### config.mk
export PLATFORM = sky130hd
export DESIGN_NAME = aes_tiled_seq_flat
export DESIGN_NICKNAME = d
export VERILOG_FILES = /design/src/rtl/aes_tiled_seq_pkg.sv /design/src/rtl/aes_tiled_seq_if.sv /design/src/rtl/aes_tiled_seq_step.sv /design/src/rtl/aes_tiled_seq.sv /design/src/flat_wrapper.sv
export SDC_FILE = /design/constraint.sdc
export NUM_CORES = 1
export LEC_CHECK = 0
export BUFFER_PORTS_ARGS = -buffer_cell sky130_fd_sc_hd__buf_2
export CAP_MARGIN = 30
export CORE_AREA = 2 2 255 257
export CTS_CLUSTER_SIZE = 20
export DETAILED_ROUTE_END_ITERATION = 7
export DIE_AREA = 0 0 257 259
export HOLD_SLACK_MARGIN = 0.02
export PLACE_DENSITY = 0.47
export SYNTH_ARGS = -nofsm -noshare
export SYNTH_HDL_FRONTEND = slang
export SYNTH_SLANG_ARGS = --single-unit
### constraint.sdc
create_clock -name g_clk -period 3.59 [get_ports g_clk]
set_clock_uncertainty 0.2 [all_clocks]
set_input_delay 0.1795 -clock g_clk [delete_from_list [all_inputs] [get_ports g_clk]]
set_output_delay 0.1795 -clock g_clk [all_outputs]
set_load 0.02 [all_outputs]
### src/rtl/aes_tiled_seq_pkg.sv
// Shared encodings and helpers for the sequenced AES tile controller.
package aes_tiled_seq_pkg;

    typedef enum logic [1:0] {
        CMD_SUB  = 2'b00,
        CMD_SBSR = 2'b01,
        CMD_MIX  = 2'b10,
        CMD_ILL  = 2'b11
    } cmd_e;

    typedef enum logic [1:0] {
        ST_IDLE  = 2'b00,
        ST_ISSUE = 2'b01,
        ST_DONE  = 2'b10
    } state_e;

    localparam int unsigned STEP_COUNT = 4;

    function automatic logic [31:0] state_word(input logic [127:0] s, input logic [1:0] idx);
        return s[{idx, 5'b00000} +: 32];
    endfunction

endpackage

### src/rtl/aes_tiled_seq_if.sv
// Request/response and functional-unit bus of aes_tiled_seq.
// slave = the aes_tiled_seq side, master = requester plus external FU.
interface aes_tiled_seq_if;
    logic         req_valid;
    logic         req_ready;
    logic [1:0]   req_cmd;
    logic         req_dec;
    logic [127:0] req_state;
    logic [127:0] req_key;

    logic         rsp_valid;
    logic         rsp_ready;
    logic [127:0] rsp_data;
    logic         rsp_err;

    logic         fu_valid;
    logic         fu_dec;
    logic         fu_op_sb;
    logic         fu_op_sbsr;
    logic         fu_op_mix;
    logic         fu_hi;
    logic [31:0]  fu_rs1;
    logic [31:0]  fu_rs2;
    logic         fu_ready;
    logic [31:0]  fu_rd;

    modport slave (
        input  req_valid, req_cmd, req_dec, req_state, req_key, rsp_ready, fu_ready, fu_rd,
        output req_ready, rsp_valid, rsp_data, rsp_err,
               fu_valid, fu_dec, fu_op_sb, fu_op_sbsr, fu_op_mix, fu_hi, fu_rs1, fu_rs2
    );

    modport master (
        output req_valid, req_cmd, req_dec, req_state, req_key, rsp_ready, fu_ready, fu_rd,
        input  req_ready, rsp_valid, rsp_data, rsp_err,
               fu_valid, fu_dec, fu_op_sb, fu_op_sbsr, fu_op_mix, fu_hi, fu_rs1, fu_rs2
    );
endinterface

### src/rtl/aes_tiled_seq_step.sv
// Combinational step decoder: maps (cmd, step, state) to the FU operands and op flags.
module aes_tiled_seq_step
    import aes_tiled_seq_pkg::*;
(
    input  cmd_e         cmd,
    input  logic [1:0]   step,
    input  logic [127:0] state,
    output logic         op_sb,
    output logic         op_sbsr,
    output logic         op_mix,
    output logic         hi,
    output logic [31:0]  rs1,
    output logic [31:0]  rs2
);

    always_comb begin
        op_sb   = 1'b0;
        op_sbsr = 1'b0;
        op_mix  = 1'b0;
        hi      = 1'b0;
        rs1     = '0;
        rs2     = '0;
        case (cmd)
            CMD_SUB: begin
                op_sb = 1'b1;
                rs1   = state_word(state, step);
            end
            CMD_SBSR: begin
                // Each column pair is visited twice: low half then high half.
                op_sbsr = 1'b1;
                rs1     = state_word(state, {step[1], 1'b0});
                rs2     = state_word(state, {step[1], 1'b1});
                hi      = step[0];
            end
            CMD_MIX: begin
                op_mix = 1'b1;
                rs1    = state_word(state, step);
                rs2    = state_word(state, step ^ 2'b01);
            end
            default: ;
        endcase
    end

endmodule

### src/rtl/aes_tiled_seq.sv
// Sequencer issuing four FU operations per AES tile command and collecting the results.
// Optional AddRoundKey on the response is enabled by defining AES_TILED_SEQ_ARK_EN.
module aes_tiled_seq
    import aes_tiled_seq_pkg::*;
(
    input  logic          g_clk,
    input  logic          g_resetn,
    aes_tiled_seq_if.slave bus
);

    state_e       state_q;
    logic [1:0]   step_q;
    cmd_e         cmd_q;
    logic [127:0] src_q;
    logic [31:0]  res_q [STEP_COUNT];
`ifdef AES_TILED_SEQ_ARK_EN
    logic [127:0] key_q;
`endif

    logic         accept;
    logic         last_step;
    cmd_e         sel_cmd;
    logic [1:0]   sel_step;
    logic [127:0] sel_state;
    logic         nx_sb, nx_sbsr, nx_mix, nx_hi;
    logic [31:0]  nx_rs1, nx_rs2;
    logic [127:0] res_final;

    assign bus.req_ready = (state_q == ST_IDLE) && g_resetn;
    assign accept        = bus.req_valid && bus.req_ready;
    assign last_step     = (step_q == 2'(STEP_COUNT - 1));

    // Operands are registered one step ahead: from the request on accept, else for step+1.
    always_comb begin
        if (state_q == ST_IDLE) begin
            sel_cmd   = cmd_e'(bus.req_cmd);
            sel_step  = '0;
            sel_state = bus.req_state;
        end else begin
            sel_cmd   = cmd_q;
            sel_step  = step_q + 2'd1;
            sel_state = src_q;
        end
    end

    aes_tiled_seq_step u_step (
        .cmd     (sel_cmd),
        .step    (sel_step),
        .state   (sel_state),
        .op_sb   (nx_sb),
        .op_sbsr (nx_sbsr),
        .op_mix  (nx_mix),
        .hi      (nx_hi),
        .rs1     (nx_rs1),
        .rs2     (nx_rs2)
    );

    always_comb begin
`ifdef AES_TILED_SEQ_ARK_EN
        res_final = {bus.fu_rd, res_q[2], res_q[1], res_q[0]} ^ key_q;
`else
        res_final = {bus.fu_rd, res_q[2], res_q[1], res_q[0]};
`endif
    end

    always_ff @(posedge g_clk or negedge g_resetn) begin
        if (!g_resetn) begin
            state_q        <= ST_IDLE;
            step_q         <= '0;
            cmd_q          <= CMD_SUB;
            src_q          <= '0;
`ifdef AES_TILED_SEQ_ARK_EN
            key_q          <= '0;
`endif
            for (int unsigned i = 0; i < STEP_COUNT; i++) res_q[i] <= '0;
            bus.fu_valid   <= 1'b0;
            bus.fu_dec     <= 1'b0;
            bus.fu_op_sb   <= 1'b0;
            bus.fu_op_sbsr <= 1'b0;
            bus.fu_op_mix  <= 1'b0;
            bus.fu_hi      <= 1'b0;
            bus.fu_rs1     <= '0;
            bus.fu_rs2     <= '0;
            bus.rsp_valid  <= 1'b0;
            bus.rsp_data   <= '0;
            bus.rsp_err    <= 1'b0;
        end else begin
            case (state_q)
                ST_IDLE: begin
                    if (accept) begin
                        cmd_q  <= cmd_e'(bus.req_cmd);
                        src_q  <= bus.req_state;
                        step_q <= '0;
`ifdef AES_TILED_SEQ_ARK_EN
                        key_q  <= bus.req_key;
`endif
                        if (cmd_e'(bus.req_cmd) == CMD_ILL) begin
                            state_q       <= ST_DONE;
                            bus.rsp_valid <= 1'b1;
                            bus.rsp_err   <= 1'b1;
                            bus.rsp_data  <= bus.req_state;
                        end else begin
                            state_q        <= ST_ISSUE;
                            bus.fu_valid   <= 1'b1;
                            bus.fu_dec     <= bus.req_dec;
                            bus.fu_op_sb   <= nx_sb;
                            bus.fu_op_sbsr <= nx_sbsr;
                            bus.fu_op_mix  <= nx_mix;
                            bus.fu_hi      <= nx_hi;
                            bus.fu_rs1     <= nx_rs1;
                            bus.fu_rs2     <= nx_rs2;
                        end
                    end
                end
                ST_ISSUE: begin
                    if (bus.fu_ready) begin
                        res_q[step_q] <= bus.fu_rd;
                        if (last_step) begin
                            state_q        <= ST_DONE;
                            bus.fu_valid   <= 1'b0;
                            bus.fu_dec     <= 1'b0;
                            bus.fu_op_sb   <= 1'b0;
                            bus.fu_op_sbsr <= 1'b0;
                            bus.fu_op_mix  <= 1'b0;
                            bus.fu_hi      <= 1'b0;
                            bus.fu_rs1     <= '0;
                            bus.fu_rs2     <= '0;
                            bus.rsp_valid  <= 1'b1;
                            bus.rsp_err    <= 1'b0;
                            bus.rsp_data   <= res_final;
                        end else begin
                            step_q         <= step_q + 2'd1;
                            bus.fu_op_sb   <= nx_sb;
                            bus.fu_op_sbsr <= nx_sbsr;
                            bus.fu_op_mix  <= nx_mix;
                            bus.fu_hi      <= nx_hi;
                            bus.fu_rs1     <= nx_rs1;
                            bus.fu_rs2     <= nx_rs2;
                        end
                    end
                end
                ST_DONE: begin
                    if (bus.rsp_ready) begin
                        bus.rsp_valid <= 1'b0;
                        state_q       <= ST_IDLE;
                    end
                end
                default: state_q <= ST_IDLE;
            endcase
        end
    end

endmodule

### src/flat_wrapper.sv
// flat-port wrapper written by rule: the top's interface ports become plain ports
module aes_tiled_seq_flat import aes_tiled_seq_pkg::*;
  (g_clk, g_resetn, bus_req_valid, bus_req_cmd, bus_req_dec, bus_req_state, bus_req_key, bus_rsp_ready, bus_fu_ready, bus_fu_rd, bus_req_ready, bus_rsp_valid, bus_rsp_data, bus_rsp_err, bus_fu_valid, bus_fu_dec, bus_fu_op_sb, bus_fu_op_sbsr, bus_fu_op_mix, bus_fu_hi, bus_fu_rs1, bus_fu_rs2);
  aes_tiled_seq_if bus_i ();
  input  logic g_clk;
  input  logic g_resetn;
  input wire logic [$bits(bus_i.req_valid)-1:0] bus_req_valid;
  input wire logic [$bits(bus_i.req_cmd)-1:0] bus_req_cmd;
  input wire logic [$bits(bus_i.req_dec)-1:0] bus_req_dec;
  input wire logic [$bits(bus_i.req_state)-1:0] bus_req_state;
  input wire logic [$bits(bus_i.req_key)-1:0] bus_req_key;
  input wire logic [$bits(bus_i.rsp_ready)-1:0] bus_rsp_ready;
  input wire logic [$bits(bus_i.fu_ready)-1:0] bus_fu_ready;
  input wire logic [$bits(bus_i.fu_rd)-1:0] bus_fu_rd;
  output wire logic [$bits(bus_i.req_ready)-1:0] bus_req_ready;
  output wire logic [$bits(bus_i.rsp_valid)-1:0] bus_rsp_valid;
  output wire logic [$bits(bus_i.rsp_data)-1:0] bus_rsp_data;
  output wire logic [$bits(bus_i.rsp_err)-1:0] bus_rsp_err;
  output wire logic [$bits(bus_i.fu_valid)-1:0] bus_fu_valid;
  output wire logic [$bits(bus_i.fu_dec)-1:0] bus_fu_dec;
  output wire logic [$bits(bus_i.fu_op_sb)-1:0] bus_fu_op_sb;
  output wire logic [$bits(bus_i.fu_op_sbsr)-1:0] bus_fu_op_sbsr;
  output wire logic [$bits(bus_i.fu_op_mix)-1:0] bus_fu_op_mix;
  output wire logic [$bits(bus_i.fu_hi)-1:0] bus_fu_hi;
  output wire logic [$bits(bus_i.fu_rs1)-1:0] bus_fu_rs1;
  output wire logic [$bits(bus_i.fu_rs2)-1:0] bus_fu_rs2;
  assign bus_i.req_valid = bus_req_valid;
  assign bus_i.req_cmd = bus_req_cmd;
  assign bus_i.req_dec = bus_req_dec;
  assign bus_i.req_state = bus_req_state;
  assign bus_i.req_key = bus_req_key;
  assign bus_i.rsp_ready = bus_rsp_ready;
  assign bus_i.fu_ready = bus_fu_ready;
  assign bus_i.fu_rd = bus_fu_rd;
  assign bus_req_ready = bus_i.req_ready;
  assign bus_rsp_valid = bus_i.rsp_valid;
  assign bus_rsp_data = bus_i.rsp_data;
  assign bus_rsp_err = bus_i.rsp_err;
  assign bus_fu_valid = bus_i.fu_valid;
  assign bus_fu_dec = bus_i.fu_dec;
  assign bus_fu_op_sb = bus_i.fu_op_sb;
  assign bus_fu_op_sbsr = bus_i.fu_op_sbsr;
  assign bus_fu_op_mix = bus_i.fu_op_mix;
  assign bus_fu_hi = bus_i.fu_hi;
  assign bus_fu_rs1 = bus_i.fu_rs1;
  assign bus_fu_rs2 = bus_i.fu_rs2;
  aes_tiled_seq u_core (.g_clk(g_clk), .g_resetn(g_resetn), .bus(bus_i));
endmodule
==> results.toml <==
[cts]
postCtsResizedCells = 0
cts_setup_buffers = 0
cts_tree = "done"
htreeDepth = 2
clk_path_buf_depth = 3
numCtsBuffers = 49
clock_latency_ps = 570
clk_pin_slew_worst_paths_ps = 60
cts_root_buffer = "clkbuf_16"
clock_sink_count = 430

[final_layout]
seq_area_sq_um = 10800
fin_nets = 2510
syn_to_final_growth_pct = 32.0
utilization_pct = 39.3
n_fill_cell = 6270
post-route-cell-area_sq_um = 25100
multi_input_area_sq_um = 7730
drive_gt1_share_pct = 28.8

[worst_setup_path]
critical_path_class = "reg -> reg"
regToRegStartpoint = "u_core.state_q[1]$_DFFE_PN0P_"
crit_required_ps = 3850
startpoint_type = "flip-flop"
cp_data_arrival_time_ps = 3270
critPathLaunch = "u_core.state_q[1]$_DFFE_PN0P_"
critPathMaxFanout = 17
crit_path_end_kind = "flip-flop"

[die]
die-area_sq_um = 66600
rows = 93
dieHeight_um = 259
ios = 497
chipWidth_um = 257
core_sq_um = 63900
start_util_pct = 29.8

[yosys]
synth_nets = 2001
ys_top_cells_by_area = "dfrtp_1 57%, nand2_1 9.0%, mux4_2 7.6%, mux2i_1 6.7%, mux2_2 5.9%"
yosys_register_bits = 430
synth_area_sq_um = 19000
synth.most_common_cell = "nand2_1"
yosysTopAreaCellShare_pct = 56.5
synth_xor_area_share_pct = 0
ys_warn_count = 0
synthTopCellsByCount = "457 x nand2_1, 430 x dfrtp_1, 132 x nor2_1"
avgSynthCellArea_sq_um = 11.2
synth-compound-area-share_pct = 6.96
netlist_instances = 1697
synth_area_leader_cell = "dfrtp_1"
synth_top_family_by_area = "multiplexers"
ys_seq_area_share_pct = 56.5
synthMuxAreaShare_pct = 20.2
ys_types = 36
synth_edf_count = 0
synthAdderAreaFrac_pct = 0.526
async_reset_ff_share_pct = 100
synth_simple_gate_area_share_pct = 12.3
synth_ff_type = "dfrtp_1"

[run]
max-cap-violations = 0

[global_route]
grt_pass1_wl_um = 92100
grt_remaining_overflow = 0
track_usage_pct = 17.7
antenna_found_initial = 1
grt_pass1_vias = 15275
grt_max_degree = 179

[route]
wl_met1_um = 26400
post-route-drc-count = 0
dr.pass1.iters = 7
vias_per_cell = 4.76
via_count = 14720
highest_layer = "met5"
routed-wl-met3_um = 3150
routed_wl_um = 59300
met2_length_um = 28400
first_iter_violations = 1002
drtAntennaViolNets = 0
wl_per_cell_um = 19.2

[pwr]
vdd_ir_drop_max_mv = 0.397
pwr_density_cell_nw_per_um2 = 937
leakagePower_nw = 12.3

[timing]
fin_crit_sh_pct = 83.9
fin_crit_ps = 3010
setup_viol = 0
max_freq_mhz = 332
tightest_slew_ps = 1130
report.final.hold_viol_count = 0
fin_setup_tns_ps = 0
fin_hold_ws_ps = 38.8
rsz0062_at_grt = "no"
slew_headroom_pct = 24.6
drv_slew = 0

[hold_path]
hold_path.class = "in -> async"

[placed_design]
place_area_sq_um = 21900
gp_congestion = 0.775
hpwl_um = 39500
io_buffer_count = 368

[status]
status = "complete, no violations"
-- timing repair --
| item | CTS | global route |
|---|---|---|
| hold buffers | 174 | 0 |
| endpoints found under the hold margin | 586 | 0 |
| endpoints found under the setup margin | 0 | 0 |
-- sequential cells by signal (all words and copies together) (netlist names) --
register               flops
u_core.bus.rsp_data      128
u_core.src_q             128
u_core.res_final          96
u_core.bus.fu_rs1         32
u_core.bus.fu_rs2         32
u_core.cmd_q               2
u_core.state_q             2
u_core.step_q              2
u_core.bus.fu_dec          1
u_core.bus.fu_hi           1
u_core.bus.fu_op_mix       1
u_core.bus.fu_op_sb        1
u_core.bus.fu_op_sbsr      1
u_core.bus.fu_valid        1
u_core.bus.rsp_err         1
u_core.bus.rsp_valid       1
-- path summary, 6_finish.rpt --
path | to | slack (ps) | depth (start not counted)
setup / recovery | u_core.bus.fu_rs2[30]$_DFFE_PN0P_ | 580 | 8
hold / removal | u_core.bus.rsp_data[33]$_DFFE_PN0P_ | 40 | 3
setup reg to reg | u_core.bus.fu_rs2[30]$_DFFE_PN0P_ | 580 | 8
hold reg to reg | u_core.bus.fu_rs1[24]$_DFFE_PN0P_ | 260 | 2
max in group asynchronous | u_core.bus.rsp_data[77]$_DFFE_PN0P_ | 2070 | 3
min in group g_clk | u_core.step_q[1]$_DFFE_PN0P_ | 90 | 4
-- layout make-up --
type | count | area share (%)
flip-flops and latches | 430 | 42.8
clock inverters | 7 | 0.264
repair buffers | 576 | 16.0
multi-input cells | 1113 | 30.7
inverters | 36 | 0.538
diodes | 2 | 0.0199
clock buffers | 72 | 5.38
well taps | 855 | 4.26
-- per-layer routing --
layer,global-route usage [%],up-vias
met5,0,-
met4,4.93,2
met3,3.42,83
met2,29.3,368
met1,23.8,7422
li1,-,6845
-- power by group --
part           switching [mW]  internal, mW
registers                1.43          7.24
logic                    5.69          4.58
clock network            1.96          2.65
-- critical path: stages (launching register included) --
cell      delay [ps]
dfrtp_1          380
nor2_1           310
mux2_2           410
ha_1             250
nand2b_4         110
buf_12           200
mux4_2           520
mux2_2           270
a32o_1           250
-- through the flow --
stage                     instances  power (mW)  setup WS, ps
after CTS                      3089        23.9           557
after global placement         2836        18.7           592
after detailed placement       2836        18.9           547
after global routing           3089        25.2           475
final                          3091        23.6           578
after floorplan                1697        15.4           525
-- cell usage in the layout, fill, tap and decap left out, types with 2 or more instances in the layout --
cell	instances
clkbuf_8	4
clkbuf_16	49
a22oi_1	32
a21oi_1	129
mux4_2	64
nor2_1	131
inv_1	36
a32o_1	2
diode_2	2
or2_2	2
clkinv_2	4
nand2_1	457
dfrtp_1	430
buf_4	22
nand3_2	3
mux2_2	100
dlygate4sd3_1	173
a22o_1	5
clkbuf_1	19
a222oi_1	31
buf_12	12
nand3b_1	2
ha_1	7
mux2i_1	128
a21o_1	3
buf_2	367
-- logic make-up after synthesis --
kind of cell	Yosys count
and+or+nand+nor	607
buffers and inverters	154
DFF	430
adders and majority gates	8
muxes	292
AOI/OAI and AO/OA	206
(Power assumes the default switching activity.)
